$ cat src/rtl/uart_pkg.sv
// Shared types and constants for the UART receive path.
package uart_pkg;

    typedef enum logic [1:0] {
        OFF = 2'd0,
        ARM = 2'd1,
        RUN = 2'd2
    } rx_ctrl_state_t;

    localparam int unsigned UART_OVERSAMPLE = 16;
    localparam int unsigned UART_DATA_W     = 8;

endpackage

$ cat src/rtl/uart_rx_fifo.sv
// First-word fall-through receive FIFO with registered head and valid.
// Pointers carry one extra MSB so full and empty are told apart by level.
module uart_rx_fifo #(
    parameter int unsigned DATA_W     = 8,
    parameter int unsigned FIFO_DEPTH = 4
) (
    input  logic                          clk,
    input  logic                          rst,
    input  logic                          push,
    input  logic [DATA_W-1:0]             push_data,
    input  logic                          pop,
    output logic                          valid,
    output logic [DATA_W-1:0]             data,
    output logic [$clog2(FIFO_DEPTH):0]   level_c,
    output logic                          full_c
);

    localparam int unsigned AW = $clog2(FIFO_DEPTH);
    localparam int unsigned PW = AW + 1;

    logic [DATA_W-1:0] mem [FIFO_DEPTH];
    logic [PW-1:0]     wptr;
    logic [PW-1:0]     rptr;
    logic [PW-1:0]     wptr_n;
    logic [PW-1:0]     rptr_n;
    logic              empty_c;
    logic              do_pop_c;
    logic              do_push_c;
    logic [DATA_W-1:0] head_n;

    assign level_c   = wptr - rptr;
    assign full_c    = (level_c == PW'(FIFO_DEPTH));
    assign empty_c   = (wptr == rptr);
    assign do_pop_c  = pop && !empty_c;
    // A full FIFO still accepts a push when the head leaves in the same cycle.
    assign do_push_c = push && (!full_c || do_pop_c);
    assign wptr_n    = wptr + PW'(do_push_c);
    assign rptr_n    = rptr + PW'(do_pop_c);

    // Next head: the incoming byte when it lands in the head slot, else storage.
    always_comb begin
        head_n = data;
        if (wptr_n != rptr_n) begin
            if (do_push_c && (rptr_n[AW-1:0] == wptr[AW-1:0])) begin
                head_n = push_data;
            end else begin
                head_n = mem[rptr_n[AW-1:0]];
            end
        end
    end

    // Storage write port.
    always_ff @(posedge clk) begin
        if (do_push_c) begin
            mem[wptr[AW-1:0]] <= push_data;
        end
    end

    // Pointers and registered head; data holds its value once empty.
    always_ff @(posedge clk or posedge rst) begin
        if (rst) begin
            wptr  <= '0;
            rptr  <= '0;
            valid <= 1'b0;
            data  <= '0;
        end else begin
            wptr  <= wptr_n;
            rptr  <= rptr_n;
            valid <= (wptr_n != rptr_n);
            data  <= head_n;
        end
    end

endmodule

$ cat src/rtl/uart_rx_ctrl.sv
// UART receive controller: oversample tick generation, idle-qualified
// receiver arming, byte capture into a FIFO and host hand-off.
// Optional receive-idle timeout is enabled by defining UART_RX_TIMEOUT_EN.
module uart_rx_ctrl
    import uart_pkg::*;
#(
    parameter int unsigned DATA_W        = UART_DATA_W,
    parameter int unsigned DIV_W         = 16,
    parameter int unsigned FIFO_DEPTH    = 4,
    parameter int unsigned OVERSAMPLE    = UART_OVERSAMPLE,
    parameter int unsigned TIMEOUT_TICKS = 640
) (
    input  logic                        clk,
    input  logic                        rst,
    input  logic                        cfg_en,
    input  logic [DIV_W-1:0]            cfg_div,
    input  logic                        rx_line,
    output logic                        rx_tick,
    output logic                        rx_ena,
    input  logic                        rx_done,
    input  logic [DATA_W-1:0]           rx_data,
    output logic                        m_valid,
    output logic [DATA_W-1:0]           m_data,
    input  logic                        m_ready,
    output logic [$clog2(FIFO_DEPTH):0] fifo_level,
    output logic                        overrun,
    input  logic                        clr_overrun,
    output logic                        rx_timeout
);

    localparam int unsigned IDLE_W = $clog2(OVERSAMPLE + 1);

    rx_ctrl_state_t    state;
    logic [IDLE_W-1:0] idle_cnt;
    logic [DIV_W-1:0]  tick_cnt;
    logic [DIV_W-1:0]  div_q;
    logic [DIV_W-1:0]  div_eff_c;
    logic              line_s1;
    logic              line_s2;
    logic              done_s1;
    logic              done_s2;
    logic              done_q;
    logic              done_rise_c;
    logic              push_req_c;
    logic              pop_c;
    logic              full_c;
    logic              ovr_evt_c;

    // Two-flop synchronizers plus a delayed copy for rx_done edge detection.
    always_ff @(posedge clk or posedge rst) begin
        if (rst) begin
            line_s1 <= 1'b1;
            line_s2 <= 1'b1;
            done_s1 <= 1'b0;
            done_s2 <= 1'b0;
            done_q  <= 1'b0;
        end else begin
            line_s1 <= rx_line;
            line_s2 <= line_s1;
            done_s1 <= rx_done;
            done_s2 <= done_s1;
            done_q  <= done_s2;
        end
    end

    assign done_rise_c = done_s2 && !done_q;
    assign div_eff_c   = (cfg_div == '0) ? DIV_W'(1) : cfg_div;

    // Oversample tick generator; the divisor is re-latched only at a wrap.
    always_ff @(posedge clk or posedge rst) begin
        if (rst) begin
            tick_cnt <= '0;
            div_q    <= DIV_W'(1);
            rx_tick  <= 1'b0;
        end else if (state == OFF) begin
            tick_cnt <= '0;
            div_q    <= div_eff_c;
            rx_tick  <= 1'b0;
        end else if (tick_cnt == div_q - DIV_W'(1)) begin
            tick_cnt <= '0;
            div_q    <= div_eff_c;
            rx_tick  <= 1'b1;
        end else begin
            tick_cnt <= tick_cnt + DIV_W'(1);
            rx_tick  <= 1'b0;
        end
    end

    // Control FSM: arm only after OVERSAMPLE consecutive idle-high ticks.
    always_ff @(posedge clk or posedge rst) begin
        if (rst) begin
            state    <= OFF;
            idle_cnt <= '0;
            rx_ena   <= 1'b0;
        end else if (!cfg_en) begin
            state    <= OFF;
            idle_cnt <= '0;
            rx_ena   <= 1'b0;
        end else begin
            case (state)
                OFF: begin
                    state    <= ARM;
                    idle_cnt <= '0;
                    rx_ena   <= 1'b0;
                end
                ARM: begin
                    rx_ena <= 1'b0;
                    if (!line_s2) begin
                        idle_cnt <= '0;
                    end else if (rx_tick) begin
                        if (idle_cnt == IDLE_W'(OVERSAMPLE - 1)) begin
                            state    <= RUN;
                            idle_cnt <= '0;
                            rx_ena   <= 1'b1;
                        end else begin
                            idle_cnt <= idle_cnt + IDLE_W'(1);
                        end
                    end
                end
                RUN: begin
                    rx_ena <= 1'b1;
                end
                default: begin
                    state    <= OFF;
                    idle_cnt <= '0;
                    rx_ena   <= 1'b0;
                end
            endcase
        end
    end

    assign push_req_c = done_rise_c && (state == RUN);
    assign pop_c      = m_valid && m_ready;
    assign ovr_evt_c  = push_req_c && full_c && !pop_c;

    uart_rx_fifo #(
        .DATA_W     (DATA_W),
        .FIFO_DEPTH (FIFO_DEPTH)
    ) u_fifo (
        .clk       (clk),
        .rst       (rst),
        .push      (push_req_c),
        .push_data (rx_data),
        .pop       (m_ready),
        .valid     (m_valid),
        .data      (m_data),
        .level_c   (fifo_level),
        .full_c    (full_c)
    );

    // Sticky overrun; a drop in the clearing cycle keeps the flag set.
    always_ff @(posedge clk or posedge rst) begin
        if (rst) begin
            overrun <= 1'b0;
        end else if (ovr_evt_c) begin
            overrun <= 1'b1;
        end else if (clr_overrun) begin
            overrun <= 1'b0;
        end
    end

`ifdef UART_RX_TIMEOUT_EN
    localparam int unsigned TO_W = $clog2(TIMEOUT_TICKS + 1);

    logic [TO_W-1:0] idle_ticks;
    logic            push_ok_c;

    assign push_ok_c = push_req_c && (!full_c || pop_c);

    // Saturating idle-tick counter while bytes wait unread in the FIFO.
    always_ff @(posedge clk or posedge rst) begin
        if (rst) begin
            idle_ticks <= '0;
            rx_timeout <= 1'b0;
        end else if (push_ok_c || (fifo_level == '0)) begin
            idle_ticks <= '0;
            rx_timeout <= 1'b0;
        end else begin
            if (rx_tick && (idle_ticks != TO_W'(TIMEOUT_TICKS))) begin
                idle_ticks <= idle_ticks + TO_W'(1);
            end
            rx_timeout <= (idle_ticks == TO_W'(TIMEOUT_TICKS));
        end
    end
`else
    logic unused_timeout;

    assign unused_timeout = ^32'(TIMEOUT_TICKS);
    assign rx_timeout     = 1'b0;
`endif

endmodule

$ cat config.mk
export PLATFORM = sky130hd
export DESIGN_NAME = uart_rx_ctrl
export DESIGN_NICKNAME = d
export VERILOG_FILES = /design/src/rtl/uart_pkg.sv /design/src/rtl/uart_rx_fifo.sv /design/src/rtl/uart_rx_ctrl.sv
export SDC_FILE = /design/constraint.sdc
export NUM_CORES = 1
export LEC_CHECK = 0
export CORE_ASPECT_RATIO = 1.1
export CORE_UTILIZATION = 40
export CTS_CLUSTER_SIZE = 30
export DETAILED_ROUTE_END_ITERATION = 6
export PLACE_DENSITY_LB_ADDON = 0.3
export SETUP_SLACK_MARGIN = 0.1
export SLEW_MARGIN = 10
export SYNTH_ARGS = -nofsm -noshare
export SYNTH_HDL_FRONTEND = slang
export SYNTH_HIERARCHICAL = 1
export SYNTH_SLANG_ARGS = --single-unit
$ cat constraint.sdc
create_clock -name clk -period 3.9 [get_ports clk]
set_clock_uncertainty 0.05 [all_clocks]
set_input_delay 0.39 -clock clk [delete_from_list [all_inputs] [get_ports clk]]
set_output_delay 0.39 -clock clk [all_outputs]
set_load 0.01 [all_outputs]
==> impl_results.rst, run 1 <==
.. list-table::
   :header-rows: 1

   * - Metric
     - Value
   * - Outcome
     - complete, no violations
   * - Die width
     - 105 microns
   * - Post-layout minimum cycle time
     - 3550 ps
   * - Final #Nets
     - between 400 and 500
   * - Cts-stage hold buffer count
     - 0
   * - Clock tree from TritonCTS
     - yes
   * - Vias in the first global route
     - about 3100
   * - Flip-flop cell with the highest count after synthesis
     - dfrtp_1
   * - Post-synth top area cell
     - dfrtp_1
   * - Number of port buffers
     - 45
   * - Final std cells w/o fill
     - between 500 and 600
   * - Post-CTS setup buffer count
     - 0
   * - Global-route wire length before repair
     - 15.5 mm
   * - Routability-driven placement congestion ratio
     - around 0.81
   * - DRT antenna net count
     - 0
   * - Average footprint of a synthesized cell
     - 12.5 sq um
   * - FF+latch count, synth
     - 94
   * - Height of the die
     - 115 microns
   * - Die area
     - approximately 12000 sq um
   * - Fraction of final layout cells sized beyond drive strength 1
     - 0.151
   * - Remaining max-slew budget at the tightest pin
     - 0.332
   * - Async set-reset flop share out of synthesis
     - 0.660
   * - Synthesized Nets
     - 418
   * - Critical Path Sink Type
     - register
   * - Synth unique cells
     - 56
   * - CTS clk-pin slew, worst paths
     - roughly 70 ps
   * - Post-route fraction of the period consumed by the critical path
     - 0.910
   * - Total global routing track utilization
     - 0.164
   * - Starting DRT DRC Count
     - roughly 150
   * - Kind of start point of the critical path
     - register
   * - Worst stage delay on the critical path
     - 490 ps
   * - DR DRC count
     - 0
   * - Clock root buffer
     - clkbuf_16
   * - Number of logic stages on the critical path including buffering
     - 15
   * - Warnings from Yosys
     - 6
   * - Htree depth
     - 3
   * - Largest fanout on the critical path
     - 17
   * - DRT Pass-1 Iters
     - 4
   * - Synth Instances
     - around 370
   * - Crit path DAT
     - 3720 ps
   * - Number of vias per cell after detailed routing
     - 5.20
   * - Post-route setup TNS
     - 0 ps
   * - Clock sinks
     - 94
   * - Synth-to-layout area growth
     - 20.1%
   * - Worst Reg-to-Reg Cells
     - 15
   * - Total wire length after detailed routing
     - around 9.0 mm
   * - Power density relative to cell area
     - 717 nW/um^2
   * - Slowest stage cell on the critical path
     - or3_4
   * - Grt ovf
     - 0
   * - Resized cells post-CTS
     - 0
   * - EDFF count, synth
     - 32
   * - Required time at the worst-slack endpoint
     - ~4100 ps
   * - Total number of vias
     - around 3000
   * - Peak supply drop
     - around 380 uV
   * - Largest net degree at the start of global routing
     - 48
   * - FP Rows
     - 40
   * - Core Footprint
     - between 10000 and 15000 sq um
   * - Family with the most delay on the worst path
     - simple AND/OR/NAND/NOR gates
   * - Post-synthesis instance area
     - about 4600 sq um
   * - Detailed-route wire length per cell
     - ~16 microns
   * - Number of CTS-inserted buffers
     - 9
   * - Worst Tran Pin Value
     - 1000 ps
   * - Latest clock arrival within the worst-skew pair
     - around 340 ps
   * - Chain of cells forming the critical path
     - inv_1, ha_1, fa_1, xor3_1, and3_4, nand2_1, nand2_1, inv_1, ha_1, ha_1, xor2_1, xor2_1, or3_4, nor2_1, a21oi_1
   * - Proportion of synthesized chip area in sequential cells
     - 0.542
   * - Hold Path Stages
     - 0
   * - Initial antenna violation count
     - 0
   * - RSZ-0062 raised after global routing
     - false
   * - Cell count after placement
     - 561
   * - Setup violations, final
     - 0
   * - Max-slew violation count
     - 0
   * - Number of max-cap violations
     - 0
   * - Post-synth top area share
     - 0.318
   * - Leak pwr
     - approximately 2.2 nW
   * - Number of hold violations in the final report
     - 0
   * - HPWL Detailed
     - 6.42 mm
   * - Ranking of synthesized cells by area
     - dfrtp_1 (32%), edfxtp_1 (21%), xnor2_1 (4.5%)
   * - Number of buffers and inverters on the critical path
     - 2
   * - I/O pin count
     - 47
   * - Worst Hold Slack
     - 308 ps
   * - Max frequency
     - 0.282 GHz
   * - Most common cell type on the critical path
     - ha_1
   * - Maximum count of clock buffers along a single path
     - 2
   * - Category of the most critical setup path
     - register to register
   * - Class of the most critical hold timing path
     - register to register
   * - Number of antenna repair diodes
     - 0
   * - Initial Utilization
     - 0.418
==> cell families after synthesis <==
family,Yosys count,synth area share
AO/OA/AOI/OAI,46,0.0679
XOR/XNOR,40,0.0787
adder cells (fa/ha/maj),14,0.0393
buffers and inverters,29,0.0286
flip-flops,94,0.542
multiplexers,32,0.105
other,1,0.000807
AND/OR/NAND/NOR,117,0.138
==> where the power goes <==
| part | total (mW) | leakage [nW] | internal [mW] | switching [mW] |
|---|---|---|---|---|
| combinational | 1.67 | 1.00 | 0.881 | 0.785 |
| clock | 0.868 | 0.144 | 0.455 | 0.414 |
| sequential | 1.46 | 1.06 | 1.23 | 0.237 |
| total | 4.00 | 2.21 | 2.56 | 1.44 |
==> metrics by stage <==
stage	total power [mW]	utilization	worst slack, ps	cell area, sq um
floorplan	2.66	-	383	4640
global placement	3.09	0.474	328	5270
detailed placement	3.15	0.474	155	5270
CTS	4.03	0.502	122	5570
global route	4.28	0.502	134	5580
finish	4.00	0.502	352	5580
==> cell usage in the layout (no fill, tap or decap), types with 14 or more instances in the layout <==
cell / instances
and2_1: 15
clkdlybuf4s50_1: 45
dfrtp_1: 58
edfxtp_1: 32
inv_1: 16
nand2_1: 19
nand3_1: 14
nor2_1: 20
o21ai_0: 14
xnor2_1: 24
xor2_1: 15
==> registers in the layout, summed over array words and instances (netlist names), 2 cells and up <==
register     flops
idle_cnt         5
u_fifo/wptr      3
u_fifo/rptr      3
div_q           16
state            2
u_fifo/mem      32
tick_cnt        16
u_fifo/data      8
==> synthesized netlist by cell type (all sizes together) (2+ instances only) <==
cell type and n:
a21oi 11, a31o 2, a31oi 4, a41oi 4, and2 15, and3 3
and4 2, buf 7, clkbuf 5, dfrtp 59, dfstp 3, edfxtp 32
ha 13, inv 17, mux2 15, mux2i 9, mux4 8, nand2 19
nand3 14, nand4 7, nor2 20, nor2b 4, nor3 10, nor4 9
o21ai 16, or2 2, or3 5, or3b 2, or4 2, xnor2 24
xor2 15
==> cell type report <==
cell class,instances,area (sq um)
clock buffers,9,225
clock inverters,7,77.6
fillers,994,5530
inverters,17,63.8
multi-input cells,250,2000
flip-flops and latches,94,2520
well taps,147,184
repair buffers,53,510
==> final timing paths <==
path / start / to / slack, ps
hold reg to reg: line_s1 / line_s2 / 310
max in group asynchronous: rst / idle_cnt[0] / 2580
hold / removal: line_s1 / line_s2 / 310
setup / recovery: u_fifo/wptr[0] / u_fifo/data[3] / 350
min in group asynchronous: rst / u_fifo/data[0] / 420
setup reg to reg: u_fifo/wptr[0] / u_fifo/data[3] / 350
==> routing by layer <==
| metal | global-route usage | up-vias | wire [microns] |
|---|---|---|---|
| met4 | 0.0507 | 0 | 87 |
| met5 | 0 | - | 0 |
| li1 | - | 1453 | - |
| met1 | 0.226 | 1481 | 4370 |
| met3 | 0.0357 | 10 | 342 |
| met2 | 0.263 | 55 | 4190 |
Power figures use the tool's default switching activity.
==> run 2, diff against run 1 <==
CORE_UTILIZATION = 57   (was 40)
SLEW_MARGIN = default   (was 10)
==> run 2 against run 1 <==
Effect of this change: clock power down 26%; core utilization up 18 points; die area down 29%; critical path depth unchanged; worst setup slack better by 30 ps; register-to-register slack better by 30 ps; non-clock buffer count down 2; combinational power about the same; power down 4.9%; final cell count down 7.1%; hold slack better by 2.5 ps; first-iteration DRC count down 39%; largest power group unchanged.
==> impl_results.rst, run 2 (synthesis gave the netlist of run 1 again) <==
.. list-table::
   :header-rows: 1

   * - Metric
     - Value
   * - Outcome
     - complete, no violations
   * - Final #Nets
     - 468
   * - DRT Pass-1 Iters
     - 6
   * - Number of vias per cell after detailed routing
     - around 5.7
   * - Largest fanout on the critical path
     - 17
   * - Initial Utilization
     - 0.587
   * - GR Util met1
     - 0.308
   * - Critical Path Sink Type
     - register
   * - Detailed-route wire length per cell
     - about 17 microns
   * - Clock root buffer
     - clkbuf_8
   * - HPWL Detailed
     - 6.49 mm
   * - Number of port buffers
     - 45
   * - Total wire length after detailed routing
     - 8.93 mm
   * - Crit path DAT
     - between 3000 and 4000 ps
   * - Hold Path Stages
     - 0
   * - DRT antenna net count
     - 0
   * - Class of the most critical hold timing path
     - register to register
   * - Power density relative to cell area
     - 701 nW/um^2
   * - Max-slew violation count
     - 0
   * - Clock tree from TritonCTS
     - yes
   * - Fraction of final layout cells sized beyond drive strength 1
     - 0.147
   * - Worst Reg-to-Reg Cells
     - 15
   * - Latest clock arrival within the worst-skew pair
     - approximately 370 ps
   * - Global-route wire length before repair
     - 15.2 mm
   * - Peak supply drop
     - approximately 380 uV
   * - Grt ovf
     - 0
   * - Kind of start point of the critical path
     - register
   * - Die area
     - approximately 8500 sq um
   * - Post-layout minimum cycle time
     - between 3000 and 4000 ps
   * - Number of CTS-inserted buffers
     - 9
   * - Height of the die
     - a little under 100 microns
   * - Most crowded layer after global routing
     - met2
   * - Total number of vias
     - 3047
   * - RSZ-0062 raised after global routing
     - false
   * - Fill cell instance count of the final layout
     - 603
   * - Synth-to-layout area growth
     - 16.7%
   * - Most common cell after layout, fill and taps aside
     - dfrtp_1
   * - I/O pin count
     - 47
   * - Global Route met2 Usage
     - 0.398
   * - Vias in the first global route
     - 3130
   * - Area taken by multi-input logic gates
     - between 2000 and 2500 sq um
   * - Hold Crit Endpoint
     - line_s2
   * - Starting DRT DRC Count
     - 92
   * - Global-route track usage on met3
     - 0.0401
   * - Core Footprint
     - between 7000 and 8000 sq um
   * - Required time at the worst-slack endpoint
     - about 4100 ps
   * - Worst Tran Pin Value
     - about 990 ps
   * - CTS clk-pin slew, worst paths
     - around 100 ps
   * - DR DRC count
     - 0
   * - Initial antenna violation count
     - 0
   * - Post-route setup TNS
     - 0 ps
   * - Total global routing track utilization
     - 0.235
   * - Final std cells w/o fill
     - 536
   * - Number of antenna repair diodes
     - 0
   * - Post-route fraction of the period consumed by the critical path
     - 0.902
   * - Htree depth
     - 3
   * - Number of hold violations in the final report
     - 0
   * - Maximum count of clock buffers along a single path
     - 2
   * - Leak pwr
     - roughly 2.2 nW
   * - Reg-to-reg critical path startpoint
     - u_fifo/wptr[0]
   * - Clock sinks
     - 94
   * - Largest net degree at the start of global routing
     - 48
   * - FP Rows
     - 34
   * - Slack of the worst reg-to-reg path
     - approximately 380 ps
   * - Die width
     - a little under 90 microns
   * - Worst reg2reg path endpoint
     - u_fifo/data[1]
   * - Worst min-delay path startpoint
     - line_s1
   * - Setup violations, final
     - 0
   * - Remaining max-slew budget at the tightest pin
     - 0.341
   * - Max frequency
     - 0.284 GHz
   * - Category of the most critical setup path
     - register to register
   * - Cell count after placement
     - between 500 and 600
   * - Number of flip-flops under the largest register name
     - 32
   * - Routability-driven placement congestion ratio
     - slightly above 0.8
   * - Reg area
     - between 2000 and 3000 sq um
   * - Commonest cells after routing, fill and taps aside
     - dfrtp_1 (58), clkdlybuf4s50_1 (45), edfxtp_1 (32)
   * - Number of max-cap violations
     - 0
==> run 2: cell types whose count changed in the layout (fill, tap and decap cells not counted), sizes merged <==
cell,delta
buf,-2
clkinv,-1
inv,+1
==> run 2: routing by layer <==
layer	up-vias	wire length (microns)
met5	-	0
li1	1446	-
met1	1529	3950
met4	0	151
met3	18	208
met2	54	4620
==> run 2: layout make-up <==
| type | count | area share |
|---|---|---|
| flip-flops and latches | 94 | 0.464 |
| multi-input cells | 250 | 0.369 |
| repair buffers | 51 | 0.0937 |
| well taps | 108 | 0.0249 |
| clock buffers | 9 | 0.0228 |
| clock inverters | 7 | 0.0134 |
| inverters | 17 | 0.0118 |
==> run 2: through the flow <==
step | util | power, mW | hold slack, ps | setup slack [ps] | instance area (sq um)
floorplan | - | 2.66 | 241 | 383 | 4640
global placement | 0.660 | 3.08 | 296 | 370 | 5220
detailed placement | 0.660 | 3.16 | 297 | 166 | 5220
CTS | 0.684 | 3.80 | 312 | 149 | 5420
global route | 0.685 | 4.04 | 314 | 121 | 5420
finish | 0.685 | 3.80 | 311 | 383 | 5420
==> run 2: how the worst max path moves through the flow <==
stage                         startpoint             end  slack [ps]  depth (start not counted)
after CTS                 u_fifo/wptr[0]  u_fifo/data[1]         150                         15
after global placement    u_fifo/wptr[0]  u_fifo/data[0]         370                         15
after global routing      u_fifo/wptr[0]  u_fifo/data[1]         120                         15
after floorplan           u_fifo/wptr[0]  u_fifo/data[0]         380                         17
final                     u_fifo/wptr[0]  u_fifo/data[1]         380                         15
after detailed placement  u_fifo/wptr[0]  u_fifo/data[1]         170                         15
==> run 2: what timing repair did <==
item | in CTS | in global routing
resized for setup | 0 | 2
setup buffers | 0 | 0
hold buffers | 0 | 0
endpoints found under the setup margin | 0 | 9
==> run 2: worst max-delay path, stage by stage (launching register included) <==
cell and delay, ps:
dfrtp_2 420, inv_1 90, ha_1 210, fa_1 350, xor3_1 420, and3_4 220, nand2_1 50, nand2_1 150
inv_1 60, ha_1 180, ha_1 190, xor2_1 160, xor2_1 160, or3_4 490, nor2_1 130, a21oi_1 50
==> run 2: power by group <==
group	internal (mW)	total [mW]	switching [mW]	leakage, nW
sequential	1.23	1.46	0.237	1.06
clock	0.253	0.641	0.388	0.0974
combinational	0.888	1.70	0.809	0.996
total	2.37	3.80	1.43	2.16
